==> config.mk <==
export PLATFORM = sky130hd
export DESIGN_NAME = music_note_sequencer
export DESIGN_NICKNAME = d
export VERILOG_FILES = /design/src/rtl/music_note_sequencer.sv
export SDC_FILE = /design/constraint.sdc
export NUM_CORES = 1
export LEC_CHECK = 0
export BUFFER_PORTS_ARGS = -buffer_cell sky130_fd_sc_hd__buf_2
export CAP_MARGIN = 25
export CORE_MARGIN = 10
export CORE_UTILIZATION = 30
export DETAILED_ROUTE_END_ITERATION = 10
export GPL_TIMING_DRIVEN = 0
export HOLD_SLACK_MARGIN = 0.12
export PLACE_DENSITY = 0.6
export RECOVER_POWER = 50
export SLEW_MARGIN = 15
export SYNTH_ARGS = -nofsm -noshare
export SYNTH_HDL_FRONTEND = slang
export SYNTH_SLANG_ARGS = --single-unit
==> constraint.sdc <==
create_clock -name clk -period 2.28 [get_ports clk]
set_input_delay 0.57 -clock clk [delete_from_list [all_inputs] [get_ports clk]]
set_output_delay 0.57 -clock clk [all_outputs]
set_load 0.005 [all_outputs]
==> src/rtl/music_note_sequencer.sv <==
// Song playback engine: walks the note ROM one slot per TICK_DIV cycles and drives note/gate/strobe to the synth.
// Optional ARTIC_GAP_EN macro silences the gate for the last GAP_CYC cycles of every slot.
module music_note_sequencer #(
   parameter int          ADDR_W    = 9,
   parameter int          TICK_DIV  = 6000000,
   parameter logic [7:0]  REST_CODE = 8'd255,
   parameter logic [7:0]  END_CODE  = 8'd1,
   parameter int          GAP_CYC   = 4
) (
   input  logic              clk,
   input  logic              rst_n,
   input  logic              start,
   input  logic              stop,
   input  logic              loop_en,
   output logic [ADDR_W-1:0] rom_addr,
   input  logic [7:0]        rom_note,
   output logic [7:0]        note_out,
   output logic              gate,
   output logic              note_strobe,
   output logic              busy,
   output logic              done
);

   localparam int CNT_W = $clog2(TICK_DIV);
`ifdef ARTIC_GAP_EN
   localparam bit GAP_ON = 1'b1;
`else
   localparam bit GAP_ON = 1'b0;
`endif
   // PLAY runs TICK_DIV-2 cycles; FETCH and LATCH make up the rest of the slot.
   localparam logic [CNT_W-1:0] SLOT_LOAD = CNT_W'(TICK_DIV - 3);
   localparam logic [CNT_W-1:0] GAP_AT    = CNT_W'(GAP_CYC - 2);

   typedef enum logic [2:0] {IDLE, FETCH, LATCH, PLAY, DONE} state_t;

   state_t           state;
   logic [CNT_W-1:0] cnt;
   logic             slot_end;
   logic             end_evt;

   always_comb begin
      slot_end = (state == PLAY) && (cnt == '0);
      // Running off the top of the ROM is treated exactly like reading the end marker.
      end_evt  = ((state == LATCH) && (rom_note == END_CODE)) || (slot_end && (&rom_addr));
   end

   always_ff @(posedge clk or negedge rst_n) begin
      if (!rst_n) begin
         state       <= IDLE;
         rom_addr    <= '0;
         note_out    <= REST_CODE;
         gate        <= 1'b0;
         note_strobe <= 1'b0;
         busy        <= 1'b0;
         done        <= 1'b0;
         cnt         <= '0;
      end else begin
         note_strobe <= 1'b0;
         if (GAP_ON && (state == PLAY) && (cnt == GAP_AT))
            gate <= 1'b0;

         if (stop) begin
            state    <= IDLE;
            rom_addr <= '0;
            note_out <= REST_CODE;
            gate     <= 1'b0;
            busy     <= 1'b0;
            done     <= 1'b0;
            cnt      <= '0;
         end else if (end_evt) begin
            if (loop_en) begin
               rom_addr <= '0;
               state    <= FETCH;
            end else begin
               state    <= DONE;
               busy     <= 1'b0;
               done     <= 1'b1;
               gate     <= 1'b0;
               note_out <= REST_CODE;
            end
         end else begin
            unique case (state)
               IDLE: begin
                  rom_addr <= '0;
                  if (start) begin
                     state <= FETCH;
                     busy  <= 1'b1;
                  end
               end
               FETCH: state <= LATCH;
               LATCH: begin
                  note_out    <= rom_note;
                  gate        <= (rom_note != REST_CODE);
                  note_strobe <= 1'b1;
                  cnt         <= SLOT_LOAD;
                  state       <= PLAY;
               end
               PLAY: begin
                  if (cnt == '0) begin
                     rom_addr <= rom_addr + 1'b1;
                     state    <= FETCH;
                  end else begin
                     cnt <= cnt - 1'b1;
                  end
               end
               DONE: begin
                  if (start) begin
                     rom_addr <= '0;
                     state    <= FETCH;
                     busy     <= 1'b1;
                     done     <= 1'b0;
                  end
               end
               default: state <= IDLE;
            endcase
         end
      end
   end

endmodule

# After elaboration in Yosys (flattened, before gate mapping)
# Cells that the tools add are included.
# word_totals
reg_bits	47
inputBits	13
output_inout_bits	21
wordCells	79
# classes
addsub	2
n_eq_ne	13
muxes	36
n_reduce_logical	20
# op_table
operator	n
23-bit two-way mux	3
23-bit case mux with 2 select lines	1
9-bit two-way mux	5
8-bit two-way mux	4
9-bit case mux with 3 select lines	1
23-bit zero test	1
23-bit by 1-bit subtractor with 23-bit output, second input constant	1
1-bit two-way mux	16
3-bit two-way mux	5
3-bit nonzero test	5
3-bit case mux with 4 select lines	1
9-bit by 1-bit adder with 9-bit output, second input constant	1
3-bit inequality test, second input constant	3
3-bit AND reduction	3
9-bit AND reduction	1
8-bit by 1-bit == test with 1-bit output, second input constant	1
8-bit inequality test, second input constant	1
3-bit by 2-bit == test with 1-bit output, second input constant	2
5-bit nonzero test	1
4-bit by 1-bit inequality test with 1-bit output, second input constant	1
4-bit by 3-bit inequality test with 1-bit output, second input constant	1
4-bit inequality test, second input constant	1
2-bit AND reduction	2
4-bit AND reduction	1
other kinds (7)	9

# Longest topological paths before layout
# Gate-level depths: netlist (run 1).
# depth
word_depth	6
mapped_depth	10
mapped_depth_nobuf	10

# Worst setup path after synthesis (run 1)
# No wires, ideal clock.
# synth_path
path_type	reg2reg
startpoint	register rom_addr[0]
endpoint	register note_out[0]
setup_time_ps	61
arrival_time_ps	2507
required_ps	2219
slack_ps	-288
path_stages_with_launch	11
n_path_buf	0
period_less_slack_ps	2568
path_cell_list	dfrtp_1 ha_1 and3_1 nand3_1 nor3_1 ha_1 inv_1 or3_1 or4_4 a32oi_4 o22a_1
# synth_between
elab_chain_cells	5
word_cells_on_any_way	8
classes_between	eq/ne (1); mux (2); reduce/logical (5)
# synth_lines
element	line_no	rtl
start: declaration	15	output logic [ADDR_W-1:0] rom_addr,
start signal: assignment	100	rom_addr <= rom_addr + 1'b1;
9-bit AND reduction (*)	44	end_evt = ((state == LATCH) && (rom_note == END_CODE)) || (slot_end && (&rom_addr));
1-bit logical AND (*)	44	
1-bit logical OR (*)	44	
3-bit inequality test (no line) (tied with other cells)	n/a	
2-bit AND reduction (no line) or 8-bit two-way mux (tied branches)	n/a	
end signal: assignment	92	note_out <= rom_note;
end: declaration	17	output logic [7:0] note_out,
# Mark *: on every way between the ends. The rest lies on a longest branch, timed or not.
# A chain may end at the register's enable or synchronous reset.

# Final worst setup path (run 1)
# layout_path
startpoint	register rom_addr[1]
endpoint	register note_out[4]
# Same word-level chain as after synthesis.

==> impl_metrics.env, run 1 <==
export IMPL_status="complete, but fails checks"
export IMPL_violations="negative setup slack"
export IMPL_period_share=1.17
export IMPL_grt_pass1_wl_um=13300
export IMPL_tightest_slew_ps=1150
export IMPL_crit_path_top_delay_cell="or4_4"
export IMPL_start_kind="flip-flop"
export IMPL_io_buffers=32
export IMPL_critPathCaptureType="flip-flop"
export IMPL_period_minus_slack_ps=2680
export IMPL_antenna_left=0
export IMPL_pre_cts_ws_ps=-531
export IMPL_powerDensity_nw_per_um2=664
export IMPL_diodes=0
export IMPL_crit_path_max_incr_delay_ps=490
export IMPL_die_x_um=114
export IMPL_clock_sinks=47
export IMPL_wirelength_um=8370
export IMPL_core_area_um2=8680
export IMPL_netlist_instances=274
export IMPL_power_leakage_nw=1.53
export IMPL_grt_max_degree=28
export IMPL_fin_nets=367
export IMPL_clkTransAtPathRegs_ps=100
export IMPL_clock_fmax_ghz=0.373
export IMPL_required_ps=2550
export IMPL_ys_warn_count=0
export IMPL_numCtsBuffers=5
export IMPL_first_iter_violations=128
export IMPL_seq_area_frac_synth=0.447
export IMPL_synth_flop_cell="dfrtp_1"
export IMPL_maxSlewViolCount=0
export IMPL_viasPerCell=5.71
export IMPL_final_cells=460
export IMPL_yosys_top_cells_area="dfrtp_1 37%, dfstp_2 7.9%, inv_1 3.0%, o21ai_0 2.8%, a21oi_1 2.6%"
export IMPL_num_vias=2627
export IMPL_hp_class="primary input to asynchronous set/reset pin"
export IMPL_start_util=0.306
export IMPL_drc=0
export IMPL_cts_tree="yes"
export IMPL_dp_hpwl_um=5420
export IMPL_io_pins=34
export IMPL_syn_num_nets=290
export IMPL_std_cell_rows=34
export IMPL_postPlaceCellArea_um2=3040
export IMPL_first_global_vias=2678
export IMPL_ys_ff_latch=47
export IMPL_hold_viol=0
export IMPL_grt_setup_unrepaired="yes"
export IMPL_root_buffer="clkbuf_8"
export IMPL_antenna_found_initial=0
export IMPL_arrival_ps=2940
export IMPL_synth_area_per_cell_um2=9.69
export IMPL_critPathMaxFanout=5
export IMPL_critical_path_cell_chain="ha_2 -> and3_4 -> nand3_4 -> nor3_4 -> ha_2 -> inv_2 -> or3_1 -> or4_4 -> a32oi_4 -> o22a_1"
export IMPL_ir_worst_vdd_mv=0.429
export IMPL_insertion_delay_ps=310
export IMPL_grt_remaining_overflow=0
export IMPL_cp_top_family="simple AND/OR/NAND/NOR gates"
export IMPL_areaGrowthSynthToFinish_pct=45.9
export IMPL_netlist_area_um2=2660
export IMPL_dr_pass1_iters=4
export IMPL_setup_viol=44
export IMPL_fin_area_um2=3870
export IMPL_utilization=0.446
export IMPL_fill_cells=804
export IMPL_whs_ps=457
export IMPL_die_height_um=114
export IMPL_drive_gt1_frac=0.455
export IMPL_slew_headroom=0.232
export IMPL_post_route_worst_setup_slack_ps=-398
export IMPL_cpMostUsedCell="ha_2"
export IMPL_synth_area_leader_cell="dfrtp_1"
export IMPL_synth_edf_count=0
export IMPL_clockBufferDepth=2
export IMPL_cp_num_buf_inv=1
export IMPL_crit_type="flip-flop to flip-flop"
export IMPL_finClkSkew_ps=18.3
export IMPL_synth_cell_type_count=65
export IMPL_fp_dieArea_um2=13000
export IMPL_synth_top_area_share=0.368
export IMPL_max_cap_viol_count=0
export IMPL_wl_per_cell_um=18.2
export IMPL_async_flop_share=1.00
export IMPL_track_usage=0.123
export IMPL_h_tree_depth=2
export IMPL_dp_cells=415
export IMPL_globalplace_congestion=0.851
-- cells by family after synthesis --
group / Yosys count / synth area share
flops: 47 / 0.447
mux: 2 / 0.00754
compound gates: 85 / 0.245
fa+ha+maj: 3 / 0.0141
buf+inv: 30 / 0.0457
xor+xnor: 2 / 0.00660
simple gates: 105 / 0.235
-- Yosys cell counts (4+ instances only) --
| master | n |
|---|---|
| nor2_1 | 13 |
| o21a_1 | 4 |
| nand4_1 | 6 |
| or4_1 | 5 |
| nor3_1 | 10 |
| nand2b_1 | 5 |
| nor4_1 | 8 |
| a21oi_1 | 14 |
| o311ai_0 | 4 |
| o21ai_0 | 15 |
| clkbuf_1 | 5 |
| dfstp_2 | 8 |
| o221ai_1 | 6 |
| dfrtp_1 | 39 |
| or3_1 | 9 |
| nand3_1 | 10 |
| inv_1 | 21 |
| o22a_1 | 8 |
| nand2_1 | 16 |
-- worst reg2reg max path, cell delays in order (launching register included) --
cell and delay, ps:
dfrtp_1 360, ha_2 190, and3_4 210, nand3_4 90, nor3_4 150, ha_2 220
inv_2 40, or3_1 370, or4_4 490, a32oi_4 330, o22a_1 200
-- worst paths after layout --
check,depth (start not counted),from,to,slack [ps]
max in group asynchronous,2,rst_n,cnt[0],550
min in group clk,2,rom_note[0],note_out[0],510
max reg2reg,10,rom_addr[1],note_out[4],-400
max,10,rom_addr[1],note_out[4],-400
min,1,rst_n,done,460
min reg2reg,1,note_out[6],note_out[6],520
-- cells in the final DEF (no fill, tap or decap), types with 3 or more instances in the layout --
master    synthesis  final
o21ai_1           1      3
nor3_1           10      9
o21ai_2           0      5
or3_1             9      7
nor4_1            8      4
clkbuf_1          5      6
nand2b_1          5      5
nor2_1           13     11
or4_1             5      5
nor2_4            0      3
nor4_2            1      4
a21oi_1          14      6
o22a_1            8      8
inv_2             0      3
nand4_1           6      6
nand2_1          16     14
o21ai_0          15      8
clkbuf_8          0      5
dfrtp_1          39     39
buf_6             1      9
a21oi_2           1      7
nand3_1          10      5
buf_2             1     31
o21a_1            4      3
dfstp_2           8      8
o221ai_2          0      6
inv_1            21     18
o311ai_4          0      4
buf_4             0     26
nand3_4           0      3
-- power breakdown --
| part | total [mW] | switching [mW] | internal [mW] |
|---|---|---|---|
| registers | 0.995 | 0.0907 | 0.904 |
| logic | 0.939 | 0.527 | 0.412 |
| clock network | 0.638 | 0.306 | 0.333 |
-- metrics by stage --
stage | power (mW) | TNS (ps)
global placement | 1.61 | -12460
floorplan | 1.43 | -2610
global route | 2.71 | -11670
finish | 2.57 | -8850
CTS | 2.43 | -7420
detailed placement | 1.62 | -13660
-- layer usage --
layer | global-route usage | part of all wire | up-vias
li1 | - | - | 1222
met1 | 0.153 | 0.43 | 1330
met2 | 0.205 | 0.50 | 61
met3 | 0.0246 | 0.045 | 14
met4 | 0.0468 | 0.022 | 0
met5 | 0 | 0 | -
-- area by class of cell --
class / instances / area, um2 / share of cell area
Buffer: 7 / 37.5 / 0.00969
Clock buffer: 5 / 68.8 / 0.0178
Clock inverter: 3 / 47.5 / 0.0123
Inverter: 22 / 82.6 / 0.0213
Multi-Input combinational cell: 198 / 1810 / 0.467
Sequential cell: 47 / 1190 / 0.306
Tap cell: 108 / 135 / 0.0349
Timing Repair Buffer: 70 / 505 / 0.131
-- sequential cells by signal, summed over array words and instances, names as in the netlist --
register     count
cnt             23
rom_addr         9
note_out         8
state            3
busy             1
done             1
gate             1
note_strobe      1
-- what timing repair did --
action | 4_1_cts | 5_1_grt
pin swaps | 25 | 30
setup buffers | 23 | 12
gates resized for setup | 35 | 44
hold buffers | 0 | 0
endpoints found under the setup margin | 45 | 47
cloned | 2 | 1
No activity file was read; power rests on OpenSTA's default activity.
==> run 2: changes to the inputs <==
- CORE_UTILIZATION: 30 -> 52
- PLACE_DENSITY: 0.6 -> 0.87
==> run 2 against run 1 <==
The flow still finishes with violations (negative setup slack). Largest power group unchanged. Fmax fell by 2.1%. Non-clock buffer count fell by 3. Routed wire length rose by 7.0%. Critical path depth did not move. First-iteration DRC count rose to 2.7 times the previous value. Clock power rose by 15%. Register-to-register slack got worse by 60 ps. Cell area fell by 4.6%. Global-route usage rose by 7.1 points. Sequential power fell by 0.5%. Final cell count fell by 9.6%.
==> impl_metrics.env, run 2 (same netlist as run 1, synthesis figures left out) <==
export IMPL_grt_max_degree=48
export IMPL_hold_viol=0
export IMPL_cts_tree="yes"
export IMPL_status="complete, but fails checks"
export IMPL_period_share=1.20
export IMPL_dr_pass1_iters=5
export IMPL_critPathCaptureType="flip-flop"
export IMPL_fin_nets=364
export IMPL_required_ps=2530
export IMPL_start_util=0.548
export IMPL_num_vias=2822
export IMPL_wl_per_cell_um=21.5
export IMPL_drive_gt1_frac=0.415
export IMPL_diodes=0
export IMPL_hp_class="primary input to asynchronous set/reset pin"
export IMPL_antenna_found_initial=0
export IMPL_std_cell_rows=25
export IMPL_clockBufferDepth=2
export IMPL_numCtsBuffers=5
export IMPL_die_height_um=91.5
export IMPL_drc=0
export IMPL_layout_commonest_cell="dfrtp_1"
export IMPL_areaGrowthSynthToFinish_pct=39.2
export IMPL_start_kind="flip-flop"
export IMPL_violations="negative setup slack"
export IMPL_reg2reg_setup_slack_ps=-460
export IMPL_antenna_left=0
export IMPL_wirelength_um=8960
export IMPL_die_x_um=91.5
export IMPL_core_area_um2=4850
export IMPL_final_cell_mix="39 x dfrtp_1, 31 x buf_2, 25 x buf_4, 18 x inv_1, 14 x nand2_1"
export IMPL_period_minus_slack_ps=2740
export IMPL_powerDensity_nw_per_um2=731
export IMPL_track_usage=0.194
export IMPL_ir_worst_vdd_mv=0.621
export IMPL_grt_remaining_overflow=0
export IMPL_max_cap_viol_count=0
export IMPL_io_buffers=32
export IMPL_arrival_ps=2990
export IMPL_viasPerCell=6.78
export IMPL_first_global_vias=2679
export IMPL_dp_hpwl_um=4980
export IMPL_crit_type="flip-flop to flip-flop"
export IMPL_io_pins=34
export IMPL_fp_dieArea_um2=8360
export IMPL_h_tree_depth=2
export IMPL_setup_viol=46
export IMPL_clock_fmax_ghz=0.365
export IMPL_utilization=0.762
export IMPL_power_leakage_nw=1.50
export IMPL_clock_sinks=47
export IMPL_globalplace_congestion=0.900
export IMPL_tns_ps=-11600
export IMPL_reg_top3="cnt (23), rom_addr (9), note_out (8)"
export IMPL_postCtsHoldBufs=0
export IMPL_clkTransAtPathRegs_ps=90
export IMPL_finClkSkew_ps=3.87
export IMPL_post_route_worst_setup_slack_ps=-457
export IMPL_insertion_delay_ps=310
export IMPL_maxSlewViolCount=0
export IMPL_grt_pass1_wl_um=13500
export IMPL_pre_cts_ws_ps=-455
export IMPL_grt_setup_unrepaired="yes"
export IMPL_root_buffer="clkbuf_8"
export IMPL_largest_reg_flops=23
export IMPL_regMostFlops="cnt"
export IMPL_first_iter_violations=340
export IMPL_critPathMaxFanout=5
export IMPL_finalPower_mw=2.70
export IMPL_tightest_slew_ps=898
export IMPL_slew_headroom=0.402
==> run 2: area by class of cell <==
class / instances / area, um2
Tap cell: 67 / 83.8
Inverter: 22 / 82.6
Multi-Input combinational cell: 198 / 1700
Sequential cell: 47 / 1190
Clock inverter: 3 / 67.6
Clock buffer: 5 / 68.8
Timing Repair Buffer: 68 / 473
Buffer: 6 / 30.0
Fill cell: 289 / 1150
==> run 2: repair_timing <==
| item | CTS | global route |
|---|---|---|
| resized for setup | 32 | 29 |
| buffers inserted | 22 | 14 |
| pin swaps | 20 | 25 |
| setup endpoints to repair | 45 | 46 |
| gates cloned | 3 | 0 |
==> run 2: report_power, final <==
part	total (mW)	internal, mW	switching [mW]
Clock	0.736	0.437	0.299
Combinational	0.976	0.434	0.541
Sequential	0.990	0.905	0.0850
Total	2.70	1.78	0.925
==> run 2: metal layers <==
metal | part of all wire | GRT usage | routed length (um)
met1 | 0.39 | 0.235 | 3470
met2 | 0.47 | 0.311 | 4210
met3 | 0.089 | 0.0477 | 798
met4 | 0.054 | 0.101 | 482
met5 | 0 | 0 | 0
==> run 2: critical path: stages (launching register included) <==
cell,delay (ps)
dfrtp_1,440
ha_4,170
and3_4,200
nand3_4,100
nor3_4,230
ha_4,160
inv_2,40
or3_1,350
or4_4,470
a32oi_4,320
o22a_1,180
==> run 2: through the flow <==
step | cells | hold WS (ps) | area (um2)
detailed placement | 373 | 511 | 2970
floorplan | 274 | 274 | 2730
CTS | 406 | 467 | 3500
global route | 416 | 276 | 3700
finish | 416 | 231 | 3700
global placement | 373 | 495 | 2970
==> run 2: path summary, 6_finish.rpt <==
| kind | from | to | depth (start not counted) |
|---|---|---|---|
| worst min-delay path | rst_n | cnt[12] | 1 |
| worst max register to register | rom_addr[1] | note_out[6] | 10 |
| min in group clk | gate | gate | 2 |
| worst max-delay path | rom_addr[1] | note_out[6] | 10 |
| worst min register to register | gate | gate | 2 |
| max in group asynchronous | rst_n | rom_addr[5] | 2 |
==> run 3: changes to the inputs <==
- PLACE_DENSITY: 0.87 -> 0.76
==> run 3 against run 2 <==
The flow still finishes with violations (negative setup slack). Worst hold slack gained 20 ps. Critical path type unchanged. Routed wire length fell by 11%. Largest power group unchanged. Sequential cell count stayed put. Non-clock buffer count decreased by 5. Count of clock-buffer cells in the layout increased by 2.
==> impl_metrics.env, run 3 (same netlist as run 1, synthesis figures left out) <==
export IMPL_crit_type="flip-flop to flip-flop"
export IMPL_crit_path_max_incr_delay_ps=470
export IMPL_globalplace_congestion=0.879
export IMPL_track_usage=0.173
export IMPL_critPathMaxFanout=5
export IMPL_cp_top_family="simple AND/OR/NAND/NOR gates"
export IMPL_arrival_ps=2870
export IMPL_grt_max_degree=48
export IMPL_reg2reg_setup_slack_ps=-340
export IMPL_critical_path_cell_chain="ha_2 -> and3_4 -> nand3_4 -> nor3_2 -> ha_2 -> inv_2 -> or3_1 -> or4_4 -> a32oi_4 -> o22a_1"
export IMPL_die_height_um=91.5
export IMPL_cts_tree="yes"
export IMPL_whs_ps=251
export IMPL_cpMostUsedCell="ha_2"
export IMPL_regMostFlops="cnt"
export IMPL_finClkSkew_ps=8.99
export IMPL_grt_remaining_overflow=0
export IMPL_power_leakage_nw=1.44
export IMPL_crit_reg2reg_capture="note_out[1]"
export IMPL_wirelength_um=7970
export IMPL_clock_fmax_ghz=0.382
export IMPL_fp_dieArea_um2=8360
export IMPL_use_met2=0.274
export IMPL_largest_reg_flops=23
export IMPL_cp_num_buf_inv=1
export IMPL_cp_startpoint="rom_addr[1]"
export IMPL_dr_pass1_iters=5
export IMPL_rr_startpoint="rom_addr[1]"
export IMPL_viasPerCell=6.37
export IMPL_std_cell_rows=25
export IMPL_final_cells=411
export IMPL_drc=0
export IMPL_antenna_found_initial=0
export IMPL_h_tree_depth=2
export IMPL_post_route_worst_setup_slack_ps=-338
export IMPL_clkTransAtPathRegs_ps=90
export IMPL_use_met1=0.229
export IMPL_r2r_cells=10
export IMPL_setup_viol=44
export IMPL_clockBufferDepth=2
export IMPL_numCtsBuffers=5
export IMPL_period_share=1.15
export IMPL_pre_cts_ws_ps=-444
export IMPL_grt_setup_unrepaired="yes"
export IMPL_clock_sinks=47
export IMPL_root_buffer="clkbuf_8"
export IMPL_insertion_delay_ps=310
export IMPL_grtUsageMet3=0.0412
export IMPL_io_pins=34
export IMPL_cp_depth=10
export IMPL_layout_commonest_cell="dfrtp_1"
export IMPL_period_minus_slack_ps=2620
export IMPL_dp_cells=373
export IMPL_die_x_um=91.5
export IMPL_hold_viol=0
export IMPL_critPathCaptureType="flip-flop"
export IMPL_status="complete, but fails checks"
export IMPL_final_cell_mix="39 x dfrtp_1, 31 x buf_2, 22 x buf_4, 18 x inv_1, 14 x nand2_1"
export IMPL_start_kind="flip-flop"
export IMPL_first_iter_violations=254
export IMPL_antenna_left=0
export IMPL_ir_worst_vdd_mv=0.447
export IMPL_fin_nets=359
export IMPL_start_util=0.548
export IMPL_required_ps=2540
export IMPL_first_global_vias=2506
export IMPL_dp_hpwl_um=4930
export IMPL_cp_endpoint="note_out[1]"
export IMPL_io_buffers=32
export IMPL_hp_class="primary input to asynchronous set/reset pin"
export IMPL_crit_path_top_delay_cell="or4_4"
export IMPL_num_vias=2620
export IMPL_maxSlewViolCount=0
export IMPL_wl_per_cell_um=19.4
export IMPL_powerDensity_nw_per_um2=678
export IMPL_core_area_um2=4850
export IMPL_areaGrowthSynthToFinish_pct=32.9
export IMPL_max_cap_viol_count=0
export IMPL_grt_busiest_layer="met2"
export IMPL_grt_pass1_wl_um=12200
export IMPL_reg_top3="cnt (23), rom_addr (9), note_out (8)"
export IMPL_utilization=0.728
export IMPL_violations="negative setup slack"
export IMPL_diodes=0
export IMPL_tightest_slew_ps=906
export IMPL_drive_gt1_frac=0.378
export IMPL_slew_headroom=0.396
run 3: cell count changes in the layout (fill, tap and decap cells not counted), sizes merged:
cell | before | now
clkinvlp | 1 | 0
buf | 68 | 62
bufinv | 2 | 0
clkinv | 1 | 2
clkbuf | 11 | 14
run 3: worst reg2reg max path, stage by stage (launching register included):
cell	delay [ps]
dfrtp_1	360
ha_2	180
and3_4	210
nand3_4	80
nor3_2	120
ha_2	210
inv_2	50
or3_1	350
or4_4	470
a32oi_4	330
o22a_1	200
run 3: area by class of cell:
| type | instances | area [um2] |
|---|---|---|
| inverter | 22 | 82.6 |
| buffer | 8 | 48.8 |
| timing repair buffer | 61 | 405 |
| fill | 347 | 1320 |
| multi-input combinational | 198 | 1630 |
| clock buffer | 7 | 86.3 |
| tap | 67 | 83.8 |
| clock inverter | 1 | 8.76 |
| sequential | 47 | 1190 |
run 3: worst min-delay path by stage:
stage / startpoint / endpoint / slack (ps) / cells past startpoint
4_1_cts: rst_n / cnt[13] / 490 / 1
3_3_place_gp: cnt[8] / cnt[8] / 490 / 1
3_5_place_dp: cnt[8] / cnt[8] / 500 / 1
6_report: rst_n / cnt[13] / 250 / 1
2_1_floorplan: rst_n / busy / 270 / 0
5_1_grt: rst_n / cnt[12] / 320 / 1
run 3: per-layer routing:
layer	vias up	wire length, um
met5	-	0
met3	21	502
met4	0	141
li1	1203	-
met1	1263	3440
met2	133	3880
run 3: where the power goes:
group | switching [mW] | internal (mW)
combinational | 0.489 | 0.371
clock | 0.292 | 0.249
sequential | 0.0870 | 0.905
run 3: timing repair:
item,in CTS,in global routing
resized for setup,23,19
pin swaps,20,16
setup endpoints to repair,45,45
setup buffers,19,8
cloned,2,0
hold buffers,0,0
run 3: metrics by stage:
stage                     power, mW  instance area, um2  setup TNS (ps)
after global placement         1.60                2970          -10380
after floorplan                1.43                2730           -2610
final                          2.39                3530           -9420
after CTS                      2.26                3360           -6100
after global routing           2.50                3530          -12810
after detailed placement       1.61                2970          -11020
